File: src/rtl/stm1_frmsync.sv
`default_nettype none
// ============================================================================
//  Module   : stm1_frmsync
//  Purpose  : STM-1 frame synchroniser on the 19.44 MHz byte stream. Finds
//             the A1A1A1A2A2A2 alignment word, tracks the row/column of the
//             byte on dout, runs the OOF/LOF state machines and delivers the
//             aligned bytes with a start-of-frame marker.
//  Ports    : clk19   - byte clock
//             rst19_n - asynchronous active-low reset
//             din     - received byte (MSB first-received)
//             din_en  - din valid this clock
//             dout    - din delayed by 6 enabled bytes
//             dout_en - dout valid (din_en delayed one clock)
//             sofo    - dout is the first A1 of an aligned frame
//             rowo    - row of the dout byte (0..8), 0 while hunting
//             colo    - column of the dout byte (0..269), 0 while hunting
//             oof     - out-of-frame
//             lof     - loss-of-frame
//             fas_err - one-clock pulse when a scheduled FAS check fails
//  Revision : 1.0 - initial release
// ============================================================================
module stm1_frmsync #(
   parameter logic [7:0] A1      = 8'hF6,
   parameter logic [7:0] A2      = 8'h28,
   parameter int         FRM_LEN = 2430,
   parameter int         GOOD_N  = 2,
   parameter int         BAD_N   = 4,
   parameter int         LOF_FRM = 24
) (
   input  logic       clk19,
   input  logic       rst19_n,
   input  logic [7:0] din,
   input  logic       din_en,
   output logic [7:0] dout,
   output logic       dout_en,
   output logic       sofo,
   output logic [3:0] rowo,
   output logic [8:0] colo,
   output logic       oof,
   output logic       lof,
   output logic       fas_err
);

   localparam int          c_COLS     = 270;
   localparam int          c_ROWS     = FRM_LEN / c_COLS;
   localparam logic [8:0]  c_COL_LAST = 9'(c_COLS - 1);
   localparam logic [3:0]  c_ROW_LAST = 4'(c_ROWS - 1);
   localparam logic [2:0]  c_GOOD     = 3'(GOOD_N);
   localparam logic [2:0]  c_BAD      = 3'(BAD_N);
   localparam logic [15:0] c_LOF_CNT  = 16'(LOF_FRM * FRM_LEN);

   typedef enum logic [1:0] {
      ST_HUNT    = 2'd0,
      ST_PRESYNC = 2'd1,
      ST_SYNC    = 2'd2
   } state_t;

   state_t      r_state;
   state_t      w_state_nxt;
   logic [2:0]  r_good;
   logic [2:0]  w_good_nxt;
   logic [2:0]  r_bad;
   logic [2:0]  w_bad_nxt;
   logic        w_fas_err;
   logic        w_load;
   logic        w_oof_nxt;

   logic [7:0]  r_dly [0:5];
   logic [3:0]  r_row;
   logic [8:0]  r_col;
   logic [3:0]  w_row_nxt;
   logic [8:0]  w_col_nxt;
   logic        w_pos_zero;
   logic        w_at_fas;
   logic        w_win_ok;

   logic [15:0] r_lcnt;
   logic [15:0] w_lcnt_inc;

   // r_row/r_col hold the position of the byte currently on dout; the *_nxt
   // values are the position of the byte about to be placed on dout.
   assign w_col_nxt  = (r_col == c_COL_LAST) ? 9'd0 : r_col + 9'd1;
   assign w_row_nxt  = (r_col != c_COL_LAST) ? r_row :
                       (r_row == c_ROW_LAST) ? 4'd0 : r_row + 4'd1;
   assign w_pos_zero = (w_row_nxt == 4'd0) && (w_col_nxt == 9'd0);

   // The last A2 of a frame enters on din exactly when the byte at position
   // FRM_LEN-1 moves onto dout (six bytes behind).
   assign w_at_fas   = (w_row_nxt == c_ROW_LAST) && (w_col_nxt == c_COL_LAST);

   // Window is the five previously stored bytes plus the byte on din now.
   assign w_win_ok   = (r_dly[4] == A1) && (r_dly[3] == A1) && (r_dly[2] == A1) &&
                       (r_dly[1] == A2) && (r_dly[0] == A2) && (din == A2);

   assign w_oof_nxt  = (w_state_nxt != ST_SYNC);
   assign w_lcnt_inc = (r_lcnt == 16'hFFFF) ? r_lcnt : r_lcnt + 16'd1;

   // ------------------------------------------------------------------ FSM
   always_ff @(posedge clk19 or negedge rst19_n) begin
      if (!rst19_n) begin
         r_state <= ST_HUNT;
         r_good  <= 3'd0;
         r_bad   <= 3'd0;
      end else begin
         r_state <= w_state_nxt;
         r_good  <= w_good_nxt;
         r_bad   <= w_bad_nxt;
      end
   end

   always_comb begin
      w_state_nxt = r_state;
      w_good_nxt  = r_good;
      w_bad_nxt   = r_bad;
      w_fas_err   = 1'b0;
      w_load      = 1'b0;
      if (din_en) begin
         case (r_state)
            ST_HUNT: begin
               if (w_win_ok) begin
                  w_state_nxt = ST_PRESYNC;
                  w_good_nxt  = 3'd1;
                  w_load      = 1'b1;
               end
            end
            ST_PRESYNC: begin
               if (w_at_fas) begin
                  if (w_win_ok) begin
                     w_good_nxt = r_good + 3'd1;
                     if (w_good_nxt >= c_GOOD) begin
                        w_state_nxt = ST_SYNC;
                        w_bad_nxt   = 3'd0;
                     end
                  end else begin
                     w_fas_err   = 1'b1;
                     w_state_nxt = ST_HUNT;
                  end
               end
            end
            ST_SYNC: begin
               if (w_at_fas) begin
                  if (w_win_ok) begin
                     w_bad_nxt = 3'd0;
                  end else begin
                     w_fas_err = 1'b1;
                     w_bad_nxt = r_bad + 3'd1;
                     if (w_bad_nxt >= c_BAD) begin
                        w_state_nxt = ST_HUNT;
                     end
                  end
               end
            end
            default: w_state_nxt = ST_HUNT;
         endcase
      end
   end

   // ------------------------------------------------------------- datapath
   always_ff @(posedge clk19 or negedge rst19_n) begin
      if (!rst19_n) begin
         for (int i = 0; i < 6; i++) r_dly[i] <= 8'd0;
         r_row   <= 4'd0;
         r_col   <= 9'd0;
         dout    <= 8'd0;
         dout_en <= 1'b0;
         sofo    <= 1'b0;
         rowo    <= 4'd0;
         colo    <= 9'd0;
         oof     <= 1'b1;
         fas_err <= 1'b0;
      end else begin
         dout_en <= din_en;
         sofo    <= 1'b0;
         fas_err <= w_fas_err;
         oof     <= w_oof_nxt;
         if (din_en) begin
            r_dly[0] <= din;
            for (int i = 1; i < 6; i++) r_dly[i] <= r_dly[i-1];
            dout <= r_dly[5];
            // Outputs use the state before this byte, so the byte that
            // completes the hunt still reports position 0 and no sofo.
            sofo <= (r_state != ST_HUNT) && w_pos_zero;
            rowo <= (r_state == ST_HUNT) ? 4'd0 : w_row_nxt;
            colo <= (r_state == ST_HUNT) ? 9'd0 : w_col_nxt;
            if (w_load) begin
               // Byte now going to dout is the one just before the first A1.
               r_row <= c_ROW_LAST;
               r_col <= c_COL_LAST;
            end else begin
               r_row <= w_row_nxt;
               r_col <= w_col_nxt;
            end
         end
      end
   end

   // ------------------------------------------------------------------ LOF
   always_ff @(posedge clk19 or negedge rst19_n) begin
      if (!rst19_n) begin
         r_lcnt <= 16'd0;
         lof    <= 1'b0;
      end else if (w_oof_nxt != oof) begin
         // An oof change always restarts integration, even on the byte that
         // would otherwise complete it.
         r_lcnt <= 16'd0;
      end else if (din_en) begin
         r_lcnt <= w_lcnt_inc;
         // lof follows oof once oof has been stable for the full period.
         if (w_lcnt_inc == c_LOF_CNT) begin
            lof <= oof;
         end
      end
   end

endmodule
`default_nettype wire
File: config.mk
export PLATFORM = sky130hd
export DESIGN_NAME = stm1_frmsync
export DESIGN_NICKNAME = d
export VERILOG_FILES = /design/src/rtl/stm1_frmsync.sv
export SDC_FILE = /design/constraint.sdc
export NUM_CORES = 1
export LEC_CHECK = 0
export ABC_AREA = 1
export BUFFER_PORTS_ARGS = -buffer_cell sky130_fd_sc_hd__buf_2
export CORE_AREA = 2 2 100 102
export DETAILED_ROUTE_END_ITERATION = 10
export DIE_AREA = 0 0 102 104
export PLACE_DENSITY_LB_ADDON = 0.08
export SLEW_MARGIN = 25
export SYNTH_ARGS = -nofsm -noshare
export SYNTH_HDL_FRONTEND = slang
export SYNTH_SLANG_ARGS = --single-unit
File: constraint.sdc
create_clock -name clk19 -period 3.8 [get_ports clk19]
set_input_delay 0.38 -clock clk19 [delete_from_list [all_inputs] [get_ports clk19]]
set_output_delay 0.38 -clock clk19 [all_outputs]
set_load 0.02 [all_outputs]
# Yosys cells after proc, flatten, opt, wreduce, memory -nomap -nowiden

Cells that the tools add are included.

Add/sub/neg operators: 5
$mul: 0
Divide/modulo/power cells: 0
Magnitude comparators: 2
Eq/ne operators: 22
Shifts and indexed selects: 0
Mux-type cells: 37
Bitwise operators: 1
Reduce and logical (&&, ||, !) cells: 19

Operators with widths:

| operator              | number |
|---|---|
| $mux 16               | 3 |
| $eq 16x16->1 const B  | 2 |
| $mux 9                | 3 |
| $eq 8x6->1 const B    | 3 |
| $eq 8x8->1 const B    | 3 |
| $mux 3                | 8 |
| $eq 9x9->1 const B    | 2 |
| $add 16x1->16 const B | 1 |
| $mux 2                | 8 |
| $mux 4                | 4 |
| $ne 2x2->1 const B    | 6 |
| $pmux 3 s2            | 2 |
| $add 9x1->9 const B   | 1 |
| $logic_not 9->1       | 1 |
| $ne 9x9->1 const B    | 1 |
| $eq 4x4->1 const B    | 2 |
| $logic_and 1x1->1     | 8 |
| $mux 1                | 8 |
| $reduce_bool 2->1     | 4 |
| $add 3x1->3 const B   | 2 |
| $pmux 2 s3            | 1 |
| $reduce_and 6->1      | 1 |
| $reduce_and 5->1      | 1 |
| $add 4x1->4 const B   | 1 |
| other kinds (10)      | 10 |

Flip-flop bits (word level): 111
Latch bits: 0
RAM bits: 0
Memory bits (read-only): 0
Output and inout bits: 26
Word-level logic and storage cells: 106
Memories kept: 0

# Longest topological paths before layout

Gate-level depths: netlist of the first run.

Word-level depth: 14
Mapped depth: 23
Gate-level depth less buffers: 22

# Worst setup path before layout of the first run

Ideal clock, no wire load.

Path kind: register to register
Start: register r_col[1]
End: register r_lcnt[5]
Library setup time: 0.127 ns
Arrival: 2.192 ns
Data required time: 3.673 ns
Slack: 1.481 ns
Stages on the path, launching flop included: 19
Buffers on the path: 1
Path through: dfrtp_1 inv_1 ha_1 nand2_1 nor2_2 nand2_2 nand3_2 nand2_1 nor2_4 nand4_4 o21bai_2 nand2_1 a21oi_4 nand2_2 nand2_2 nand2_4 buf_6 nand3_1 o21ai_0

Longest elaborated chain between the ends: 10
Elaborated cells between the ends (all ways): 16
Classes of those cells: add/sub: 1; eq/ne: 6; mux: 7; reduce/logical: 2

RTL lines:

| what                                         | RTL line | RTL |
|---|---|---|
| from (decl)                                  | 70       | `logic [8:0] r_col;` |
| from (signal assigned)                       | 188      | `r_col <= c_COL_LAST;` |
| from (signal assigned)                       | 191      | `r_col <= w_col_nxt;` |
| $add 9x1->9 (tied with other cells)          | 82       | `assign w_col_nxt = (r_col == c_COL_LAST) ? 9'd0 : r_col + 9'd1;` |
| $mux 9 or $mux 4 (tied branches)             | 82, 83   |  |
| $eq 9x9->1 or $eq 4x4->1 (tied branches)     | 89       | `assign w_at_fas = (w_row_nxt == c_ROW_LAST) && (w_col_nxt == c_COL_LAST);` |
| $logic_and 1x1->1 (*)                        | 89       |  |
| $mux 2 (on tied branches)                    | 141, 127 |  |
| $pmux 2 s3 (*)                               | 118      | `case (r_state)` |
| $mux 2 (*)                                   | 117      | `if (din_en) begin` |
| $ne 2x2->1 (*)                               | 95       | `assign w_oof_nxt = (w_state_nxt != ST_SYNC);` |
| named net w_oof_nxt                          | 66       | `logic w_oof_nxt;` |
| $ne 1x1->1 (*)                               | 202      | `end else if (w_oof_nxt != oof) begin` |
| $mux 16 or $reduce_bool 2->1 (tied branches) | n/a      |  |
| to (signal assigned)                         | 207      | `r_lcnt <= w_lcnt_inc;` |
| to (decl)                                    | 77       | `logic [15:0] r_lcnt;` |

Mark *: on every way through the listed nets, which the timed path passes. The rest lies on a longest branch.
A chain may end at the register's enable or synchronous reset.

# Worst setup path in the final report of the first run

Start: register r_col[1]
End: register r_lcnt[14]

Longest elaborated chain between the ends: 10
Elaborated cells between the ends (all ways): 16
Classes of those cells: add/sub: 1; eq/ne: 6; mux: 7; reduce/logical: 2

RTL lines:

| what                                         | RTL line | RTL |
|---|---|---|
| $add 9x1->9 (tied with other cells)          | 82       |  |
| $mux 9 or $mux 4 (tied branches)             | 82, 83   |  |
| $eq 9x9->1 or $eq 4x4->1 (tied branches)     | 89       |  |
| $logic_and 1x1->1 (*)                        | 89       |  |
| $mux 2 (on tied branches)                    | 141, 127 |  |
| $pmux 2 s3 (*)                               | 118      |  |
| $mux 2 (*)                                   | 117      |  |
| named net w_state_nxt[1]                     | 59       | `state_t w_state_nxt;` |
| $ne 2x2->1 (*)                               | 95       |  |
| named net w_oof_nxt                          | 66       |  |
| $ne 1x1->1 (*)                               | 202      |  |
| $mux 16 or $reduce_bool 2->1 (tied branches) | n/a      |  |

Marks and branches as above.

==> results of run 1 <==
[Yosys cell counts (10+ instances only)]
cell type    n  area [um^2]
clkbuf_1    16         60.1
o21ai_0     62          310
a21oi_1     13         65.1
o21ai_1     10         50.1
nand3_1     50          250
nor2_1      45          169
dfrtp_1    110         2750
ha_1        12          150
nand4_1     16          100
nand2_1    203          762
inv_1       84          315
[area by class of cell]
class	instances	area, um^2
well taps	133	166
fillers	877	3490
repair buffers	39	218
clock buffers	10	128
flip-flops and latches	111	2780
multi-input cells	476	2350
clock inverters	6	91.3
inverters	85	319
[routing by layer]
layer	share of wire, %	wire length [um]
met1	47	5260
met2	48	5380
met3	4.0	444
met4	0.65	72
met5	0	0
[metrics by stage]
step                      total power [mW]  utilization [%]  setup slack (ns)  instance area, um^2  cells
final                                 3.32             63.4              1.02                 6060    860
after global routing                  3.57             63.4             0.701                 6060    860
after CTS                             3.34             63.4              1.04                 6060    860
after detailed placement              2.56             61.1              1.05                 5840    844
after global placement                2.52             61.1              1.19                 5840    844
after floorplan                       2.30                -              1.48                 5550    693
[power by group through the flow]
stage	Sequential (mW)	Combinational [mW]	Clock, mW
after global routing	1.57	1.15	0.849
after global placement	1.55	0.973	0
after floorplan	1.57	0.721	0
after detailed placement	1.56	0.999	0
after CTS	1.54	1.00	0.801
final	1.54	1.01	0.776
[critical path: cells and delay by family (launching register included)]
family / cells / cell delay (ns)
AO/OA/AOI/OAI: 2 / 0.36
adder cells (fa/ha/maj): 1 / 0.18
buffers and inverters: 1 / 0.08
flip-flops: 1 / 0.41
AND/OR/NAND/NOR: 14 / 1.68
[flip-flops by register name, indices dropped and copies added, names as in the netlist, 2 cells and up]
| name | flops |
|---|---|
| dout | 8 |
| r_bad | 3 |
| r_state | 2 |
| r_col | 9 |
| r_row | 4 |
| rowo | 4 |
| r_dly | 48 |
| r_good | 3 |
| r_lcnt | 16 |
| colo | 9 |
[how the worst max path moves through the flow]
| stage | startpoint | endpoint | slack (ns) |
|---|---|---|---|
| finish | r_col[1] | r_lcnt[14] | 1.02 |
| global route | r_col[1] | r_lcnt[14] | 0.70 |
| CTS | r_col[1] | r_lcnt[14] | 1.04 |
| global placement | r_col[1] | r_lcnt[5] | 1.19 |
| floorplan | r_col[1] | r_lcnt[5] | 1.48 |
| detailed placement | r_col[1] | r_lcnt[3] | 1.05 |
[cells by family after synthesis]
group | Yosys count
and+or+nand+nor | 346
DFF | 111
buffers and inverters | 106
adders and majority gates | 12
AOI/OAI and AO/OA | 108
xor gates and xnor gates | 10
[placed cells by master (no fill, tap or decap), drive strengths merged, types with 10 or more instances in the layout]
cell	netlist	routed
clkbuf	16	10
nor2	51	51
dfrtp	110	110
buf	5	39
ha	12	12
nand4	17	17
o21ai	72	72
inv	84	87
nand3	53	53
nand2	210	210
a21oi	14	14
==> qor.csv, run 1 <==
stage,metric,value,unit
drt,drc,0,
floorplan,dieArea,10600,um^2
synthesis,synth_compound_area_share,10.8,%
placed_design,gp_congestion,0.940,
global_route,grt_pass1_vias,4298,
sta,slew_violations,0,
global_route,antenna_found_initial,0,
synthesis,synth_fa_ha_area_share,2.71,%
setup_path,endpoint_kind,flip-flop,
synthesis,synth.distinct_cells,38,
synthesis,yosys_register_bits,111,
global_route,overflow,0,
sta,hold_violations,0,
clock_tree,clk_pin_slew_worst_paths,0.10,ns
clock_tree,ctsHtreeMaxLevel,3,
synthesis,ys_warn_count,0,
synthesis,syn-instance-count,693,
setup_path,critPathMaxStageDelay,0.41,ns
layout,syn2layout_area_growth,9.18,%
layout,nNetsFinal,745,
power_and_ir_drop,seq_power_share,46.3,%
clock_tree,post_cts_buffers,0,
clock_tree,cts_resized,0,
setup_path,crit_fanout,22,
floorplan,chipWidth,102,um
global_route,grt_max_degree,93,
setup_path,slowest_stage,dfrtp_1,
floorplan,pin_count,37,
drt,post_drt_wl_per_cell,13.0,um
global_route,global_route.usage.met3,5.51,%
power_and_ir_drop,p_sw,1.24,mW
synthesis,syn_avg_cell_area,8.00,um^2
drt,vias,4532,
setup_path,cp.required,4.10,ns
floorplan,die_h,104,um
drt,drt-initial-drc-count,245,
setup_path,worstPathCellList,"inv_1, ha_1, nand2_1, nor2_2, nand2_2, nand3_2, nand2_1, nor2_4, nand4_4, o21bai_2, nand2_1, nand2_1, nand2_2, nand2_2, nand2_2, nand2_4, nand2_2, o21ai_1",
power_and_ir_drop,switching_share,37.4,%
power_and_ir_drop,clockPowerShare,23.4,%
sta,timing.fmax,360,MHz
setup_path,startpoint_type,flip-flop,
drt,drt_wl_total,11200,um
floorplan,rows,36,
status,status,"finished, final reports clean",
synthesis,syn_area,5550,um^2
power_and_ir_drop,pwr-share-comb,30.3,%
global_route,grt_util_met2,37.4,%
clock_tree,clk_latency,0.38,ns
setup_path,r2r_cells,18,
clock_tree,cts_tree,yes,
placed_design,hpwlAfterDp,7720,um
sta,period_share,73.1,%
layout,antennaDiodeCount,0,
global_route,grt_busiest_layer,met2,
placed_design,io_buffer_count,36,
synthesis,synth_edf_count,0,
clock_tree,clock_path_buffers,2,
sta,tightest_slew,0.879,ns
drt,drt_pass1_iterations,5,
drt,via_per_inst,5.27,
sta,fin_setup_tns,0,ns
global_route,gr-usage-all-layers,22.3,%
synthesis,ys_seq_area_share,50.1,%
synthesis,synth-xor-area-share,1.58,%
sta,timing.final.crit_period,2.78,ns
global_route,grtUsageMet1,29.1,%
power_and_ir_drop,ir_worst_vdd,0.320,mV
synthesis,yosys.area_share.simple,27.4,%
worst_hold_path,worstHoldPathType,primary input to asynchronous set/reset pin,
floorplan,core_area,9550,um^2
setup_path,rr_endpoint,r_lcnt[14],
clock_tree,cts_root_buf,clkbuf_8,
sta,setup_violations,0,
layout,layout-drive-gt1-share,10.6,%
floorplan,start_util,58.1,%
drt,ant_nets,0,
sta,slew_headroom,41.4,%
sta,grt_setup_unrepaired,false,
power_and_ir_drop,power_density,548,nW/um^2
global_route,grt_pass1_wl,19200,um
synthesis,synth.mux.area_fraction,0,%
setup_path,r2r_slack,1.02,ns
power_and_ir_drop,p_int,2.08,mW
synthesis,async_flop_share,100,%
clock_tree,cts_sinks,111,
power_and_ir_drop,leakagePower,3.03,nW
sta,finClkSkew,0.0113,ns
synthesis,synth_nets,716,
job,maxCapViolCount,0,
sta,hold_ws,0.0191,ns
clock_tree,cts_buffers,9,
synthesis,ys.flop_type,dfrtp_1,
setup_path,crit_path_frequent_cell,nand2_2,
setup_path,worstSetupPathType,flip-flop to flip-flop,
setup_path,reg2reg_from,r_col[1],
clock_tree,ctsHoldBuffers,0,
setup_path,arrival,3.08,ns
synthesis,synth_top_family_by_area,simple AND/OR/NAND/NOR gates,
No activity file was read; power rests on OpenSTA's default activity.
==> inputs of run 2 (changes only) <==
- clock period: 3.8 -> 2.6 ns (I/O delays scaled with it)
==> qor.csv, run 2 (synthesized netlist as in run 1, its figures left out) <==
stage,metric,value,unit,change
clock_tree,cts_buffers,9,,unchanged
setup_path,cp.required,2.86,ns,-1.24 ns
sta,finClkSkew,0.0131,ns,+0.00186 ns
placed_design,placed_cells,863,,+2.3%
global_route,antenna_found_initial,0,,unchanged
sta,finalWorstSetupSlack,-0.0244,ns,-1.05 ns
setup_path,worstSetupPathType,flip-flop to flip-flop,,
layout,top_register,r_dly,,
sta,fin_setup_tns,-0.120,ns,-0.120 ns
worst_hold_path,holdPathStages,3,,
layout,largest_reg_flops,48,,unchanged
floorplan,chipWidth,102,um,unchanged
global_route,grt_max_degree,54,,-42%
layout,top_regs,"r_dly (48), r_lcnt (16)",,
global_route,grt_pass1_vias,4439,,+3.3%
layout,layout-drive-gt1-share,19.6,%,+9.0 points
sta,period_share,101,%,+28 points
clock_tree,cts_sinks,111,,unchanged
drt,post_drt_wl_per_cell,13.3,um,+2.3%
job,maxCapViolCount,0,,unchanged
layout,instances_no_fill,892,,+3.7%
drt,drt_pass1_iterations,6,,+1
drt,vias,4773,,+5.3%
layout,nNetsFinal,777,,+4.3%
clock_tree,ctsHtreeMaxLevel,3,,unchanged
floorplan,rows,36,,unchanged
setup_path,r2r_slack,-0.02,ns,-1.05 ns
global_route,gr-usage-all-layers,23.2,%,+0.89 points
clock_tree,clk_latency,0.37,ns,about the same
setup_path,reg2reg_from,r_col[1],,
status,violations,setup timing,,
clock_tree,clock_path_buffers,2,,unchanged
sta,timing.final.crit_period,2.62,ns,-0.154 ns
clock_tree,cts_tree,yes,,
layout,multi_input_area,2600,um^2,+10%
status,status,finished with violations,,
sta,grt_setup_unrepaired,true,,
layout,num-fill-cells,840,,-4.2%
sta,slew_headroom,63.2,%,+22 points
setup_path,crit_fanout,6,,-73%
setup_path,startpoint_type,flip-flop,,
floorplan,core_area,9550,um^2,unchanged
worst_hold_path,hold_path_end,r_dly[43],,
floorplan,die_h,104,um,unchanged
floorplan,pin_count,37,,unchanged
worst_hold_path,worstHoldPathType,primary input to flip-flop,,
layout,register_area,2780,um^2,about the same
layout,finish.utilization,68.3,%,+4.9 points
setup_path,arrival,2.88,ns,-0.20 ns
placed_design,gp_congestion,0.857,,-8.8%
drt,drt-initial-drc-count,181,,-26%
clock_tree,cts_root_buf,clkbuf_8,,
drt,via_per_inst,5.35,,+1.5%
power_and_ir_drop,power_density,789,nW/um^2,+44%
drt,ant_nets,0,,unchanged
placed_design,io_buffer_count,36,,unchanged
layout,syn2layout_area_growth,17.6,%,
drt,drc,0,,unchanged
global_route,grt_pass1_wl,19900,um,+3.5%
worst_hold_path,min_from,din[3],,
sta,hold_violations,0,,unchanged
sta,timing.fmax,381,MHz,+5.9%
layout,final_common_cell,nand2_1,,
setup_path,rr_endpoint,r_lcnt[10],,
sta,slew_violations,0,,unchanged
floorplan,dieArea,10600,um^2,unchanged
power_and_ir_drop,leakagePower,3.19,nW,+5.4%
clock_tree,clk_pin_slew_worst_paths,0.10,ns,about the same
global_route,overflow,0,,unchanged
placed_design,hpwlAfterDp,8060,um,+4.4%
drt,drt_wl_total,11800,um,+6.1%
setup_path,endpoint_kind,flip-flop,,
layout,layout_common_cells,"nand2_1, dfrtp_1, inv_1, o21ai_0, nor2_1",,
floorplan,start_util,58.1,%,unchanged
setup_path,r2r_cells,20,,+2
sta,tightest_slew,0.553,ns,-0.327 ns
power_and_ir_drop,ir_worst_vdd,0.424,mV,+33%
sta,hold_ws,0.0965,ns,+0.0774 ns
sta,setup_violations,9,,+9
layout,antennaDiodeCount,0,,unchanged
-- run 2: cell count changes in the layout (fill, tap and decap cells not counted), sizes merged --
cell | before | now
buf | 39 | 69
bufinv | 2 | 0
clkinvlp | 0 | 2
clkbuf | 10 | 11
clkinv | 2 | 1
dlygate4sd3 | 0 | 1
nand2 | 210 | 211
-- run 2: final cells by class --
type	count	share of cell area [%]
Clock inverter	5	0.633
Timing Repair Buffer	70	7.50
Clock buffer	11	2.01
Tap cell	133	2.55
Inverter	85	4.89
Sequential cell	111	42.6
Multi-Input combinational cell	477	39.8
-- run 2: how the worst max path moves through the flow --
| stage | start | endpoint | slack [ns] | depth (start not counted) |
|---|---|---|---|---|
| after floorplan | r_col[1] | r_lcnt[5] | 0.28 | 18 |
| after global placement | r_col[1] | r_lcnt[14] | 0.07 | 18 |
| after detailed placement | r_col[1] | r_lcnt[11] | -0.01 | 16 |
| after CTS | r_col[1] | r_lcnt[14] | 0.002 | 18 |
| after global routing | r_col[1] | r_lcnt[2] | -0.20 | 20 |
| final | r_col[1] | r_lcnt[10] | -0.02 | 20 |
-- run 2: metal layers --
| layer | vias up | GRT usage (%) | wire (um) |
|---|---|---|---|
| li1 | 2355 | - | - |
| met1 | 2281 | 30.5 | 5230 |
| met2 | 116 | 38.6 | 5950 |
| met3 | 21 | 4.97 | 435 |
| met4 | 0 | 6.76 | 222 |
| met5 | - | 0 | 0 |
-- run 2: what timing repair did --
action	CTS	global route
hold buffers	1	0
pin swaps	11	19
cloned	1	0
resized for setup	21	43
setup buffers	6	5
endpoints found under the setup margin	13	20
hold endpoints to repair	31	0
-- run 2: where the power goes --
part | switching (mW) | internal, mW
clock | 0.576 | 0.358
sequential | 0.247 | 2.01
combinational | 1.20 | 0.747
-- run 2: per-stage QoR --
stage	total power, mW	area, um^2	setup slack, ns
finish	5.14	6520	-0.0244
global route	5.51	6520	-0.196
CTS	4.98	6340	0.00181
detailed placement	3.84	5990	-0.0123
global placement	3.79	5990	0.0739
floorplan	3.35	5550	0.281
-- run 2: critical path, cell delays in order, from the launching register on --
cell	delay, ns
dfrtp_1	0.45
inv_2	0.11
ha_4	0.16
nand2_2	0.06
inv_2	0.06
nand2_2	0.05
nor2_4	0.15
nand2_2	0.07
nand2_2	0.10
nand2_4	0.06
nor2_4	0.10
nand4_4	0.13
a21oi_2	0.20
nand2_2	0.08
a21oi_4	0.18
nand2_2	0.10
nand2_4	0.11
nand2_8	0.09
buf_12	0.14
nand3_2	0.06
o21ai_2	0.06
==> inputs of run 3 (changes only) <==
- CAP_MARGIN: default -> 0
- GPL_TIMING_DRIVEN: default -> 0
- clock period: 2.6 -> 3.1 ns (I/O delays scaled with it)
==> qor.csv, run 3 (synthesized netlist as in run 1, its figures left out) <==
stage,metric,value,unit,change
layout,antennaDiodeCount,0,,unchanged
global_route,overflow,0,,unchanged
clock_tree,clock_path_buffers,2,,unchanged
sta,tightest_slew,0.606,ns,+0.0533 ns
floorplan,chipWidth,102,um,unchanged
setup_path,worstSetupPathType,flip-flop to flip-flop,,
clock_tree,clk_pin_slew_worst_paths,0.10,ns,about the same
floorplan,die_h,104,um,unchanged
layout,nNetsFinal,765,,-1.5%
floorplan,rows,36,,unchanged
floorplan,pin_count,37,,unchanged
layout,finish.utilization,64.8,%,-3.5 points
setup_path,worstPathCellList,"ha_1, nand3_1, nor3_1, nand2_1, nor2_1, inv_1, o21ai_0, nand2_1, nor3_1, nand4_1, nor2_1, nand3_2, nand2_1, nand2_1",,
setup_path,critical_path_buf_inv_count,1,,-2
sta,fin_setup_tns,0,ns,+0.120 ns
sta,hold_ws,0.0700,ns,-0.0265 ns
setup_path,cp.required,3.38,ns,+0.52 ns
drt,drc,0,,unchanged
floorplan,core_area,9550,um^2,unchanged
drt,drt_pass1_iterations,7,,+1
layout,layout_common_cells,"nand2_1, dfrtp_1, inv_1, o21ai_0, nand3_1",,
layout,layout-drive-gt1-share,10.3,%,-9.3 points
global_route,grt_max_degree,72,,+33%
floorplan,start_util,58.1,%,unchanged
job,maxCapViolCount,0,,unchanged
sta,timing.fmax,365,MHz,-4.2%
layout,num-fill-cells,858,,+2.1%
setup_path,crit_fanout,5,,-1
layout,top_regs,"r_dly (48), r_lcnt (16)",,
sta,slew_violations,0,,unchanged
setup_path,critPathMaxStageDelay,0.45,ns,about the same
drt,via_per_inst,5.30,,-0.91%
clock_tree,ctsHoldBuffers,1,,unchanged
setup_path,critical_path.top_delay_family,simple AND/OR/NAND/NOR gates,,
power_and_ir_drop,switching_share,36.4,%,-3.0 points
drt,drt_wl_total,12300,um,+3.7%
placed_design,postPlaceCellArea,5930,um^2,-1.1%
placed_design,gp_congestion,0.894,,+4.3%
layout,syn2layout_area_growth,11.6,%,
power_and_ir_drop,clockPowerShare,25.2,%,+7.0 points
drt,post_drt_wl_per_cell,14.0,um,+5.1%
power_and_ir_drop,seq_power_share,44.6,%,+0.6 points
clock_tree,cts_buffers,9,,unchanged
sta,slew_headroom,59.6,%,-3.6 points
setup_path,slowest_stage,nor3_1,,
layout,top_register,r_dly,,
placed_design,io_buffer_count,36,,unchanged
setup_path,startpoint_type,flip-flop,,
clock_tree,post_cts_buffers,0,,-6
sta,timing.final.crit_period,2.74,ns,+0.116 ns
layout,largest_reg_flops,48,,unchanged
layout,multi_input_area,2350,um^2,-9.3%
global_route,grt_pass1_wl,20900,um,+4.9%
power_and_ir_drop,p_int,2.69,mW,-14%
sta,period_share,88.4,%,-13 points
global_route,grt_pass1_vias,4540,,+2.3%
clock_tree,cts_sinks,111,,unchanged
power_and_ir_drop,ir_worst_vdd,0.427,mV,+0.57%
setup_path,r2r_slack,0.36,ns,+0.38 ns
layout,final_common_cell,nand2_1,,
power_and_ir_drop,p_sw,1.54,mW,-24%
status,status,"finished, final reports clean",,
global_route,antenna_found_initial,0,,unchanged
clock_tree,ctsHtreeMaxLevel,3,,unchanged
sta,hold_violations,0,,unchanged
sta,grt_setup_unrepaired,false,,
placed_design,pre_cts_slack,0.377,ns,+0.389 ns
clock_tree,cts_root_buf,clkbuf_8,,
power_and_ir_drop,leakagePower,3.08,nW,-3.6%
clock_tree,cts_tree,yes,,
clock_tree,cts_resized,0,,-100%
floorplan,dieArea,10600,um^2,unchanged
sta,finClkSkew,0.0118,ns,-0.00127 ns
global_route,gr-usage-all-layers,25.0,%,+1.7 points
sta,finalWorstSetupSlack,0.360,ns,+0.384 ns
clock_tree,clk_latency,0.39,ns,+0.02 ns
layout,final_cell_area,6190,um^2,-5.1%
drt,drt-initial-drc-count,216,,+19%
layout,register_area,2780,um^2,about the same
setup_path,endpoint_kind,flip-flop,,
drt,ant_nets,0,,unchanged
placed_design,hpwlAfterDp,8880,um,+10%
power_and_ir_drop,pwr-share-comb,30.2,%,-7.7 points
setup_path,arrival,3.02,ns,+0.14 ns
setup_path,crit_path_frequent_cell,nand2_1,,
worst_hold_path,worstHoldPathType,primary input to flip-flop,,
drt,vias,4666,,-2.2%
sta,setup_violations,0,,-9
power_and_ir_drop,power_density,682,nW/um^2,-14%
## run 3: changes by cell type in the layout (fill, tap and decap cells not counted), sizes merged
cell      delta
bufinv       +3
buf         -27
clkinv       +2
inv          -3
nand2        -1
clkinvlp     -2
clkbuf      +16
## run 3: stage by stage
step           std cells  total power, mW
5_1_grt              880             4.52
3_5_place_dp         863             3.18
4_1_cts              880             4.25
6_report             880             4.22
2_1_floorplan        693             2.81
3_3_place_gp         862             3.12
## run 3: area by class of cell
cell class                      instances  area share (%)
Buffer                                 21            1.52
Tap cell                              133            2.69
Inverter                               85            5.15
Clock buffer                           11            2.44
Multi-Input combinational cell        476            38.0
Clock inverter                          5            1.68
Sequential cell                       111            44.9
Timing Repair Buffer                   38            3.62
## run 3: power groups by stage
stage	Clock (mW)	Combinational (mW)	Sequential [mW]
global placement	0	1.23	1.89
CTS	1.09	1.28	1.88
global route	1.15	1.46	1.92
detailed placement	0	1.27	1.91
floorplan	0	0.884	1.93
finish	1.06	1.28	1.88
## run 3: path summary, 6_finish.rpt
check,startpoint,endpoint,cells past startpoint
max,r_lcnt[0],lof,14
min,din_en,dout_en,1
max reg2reg,r_lcnt[0],lof,14
min reg2reg,dout[0],dout[0],2
max in group asynchronous,rst19_n,oof,3
min in group asynchronous,rst19_n,dout[4],2
## run 3: routing by layer
layer	GRT usage, %	vias to the layer above	share of wire (%)
li1	-	2329	-
met1	32.4	2208	44
met2	41.2	114	49
met3	6.18	15	5.3
met4	7.43	0	1.4
met5	0	-	0
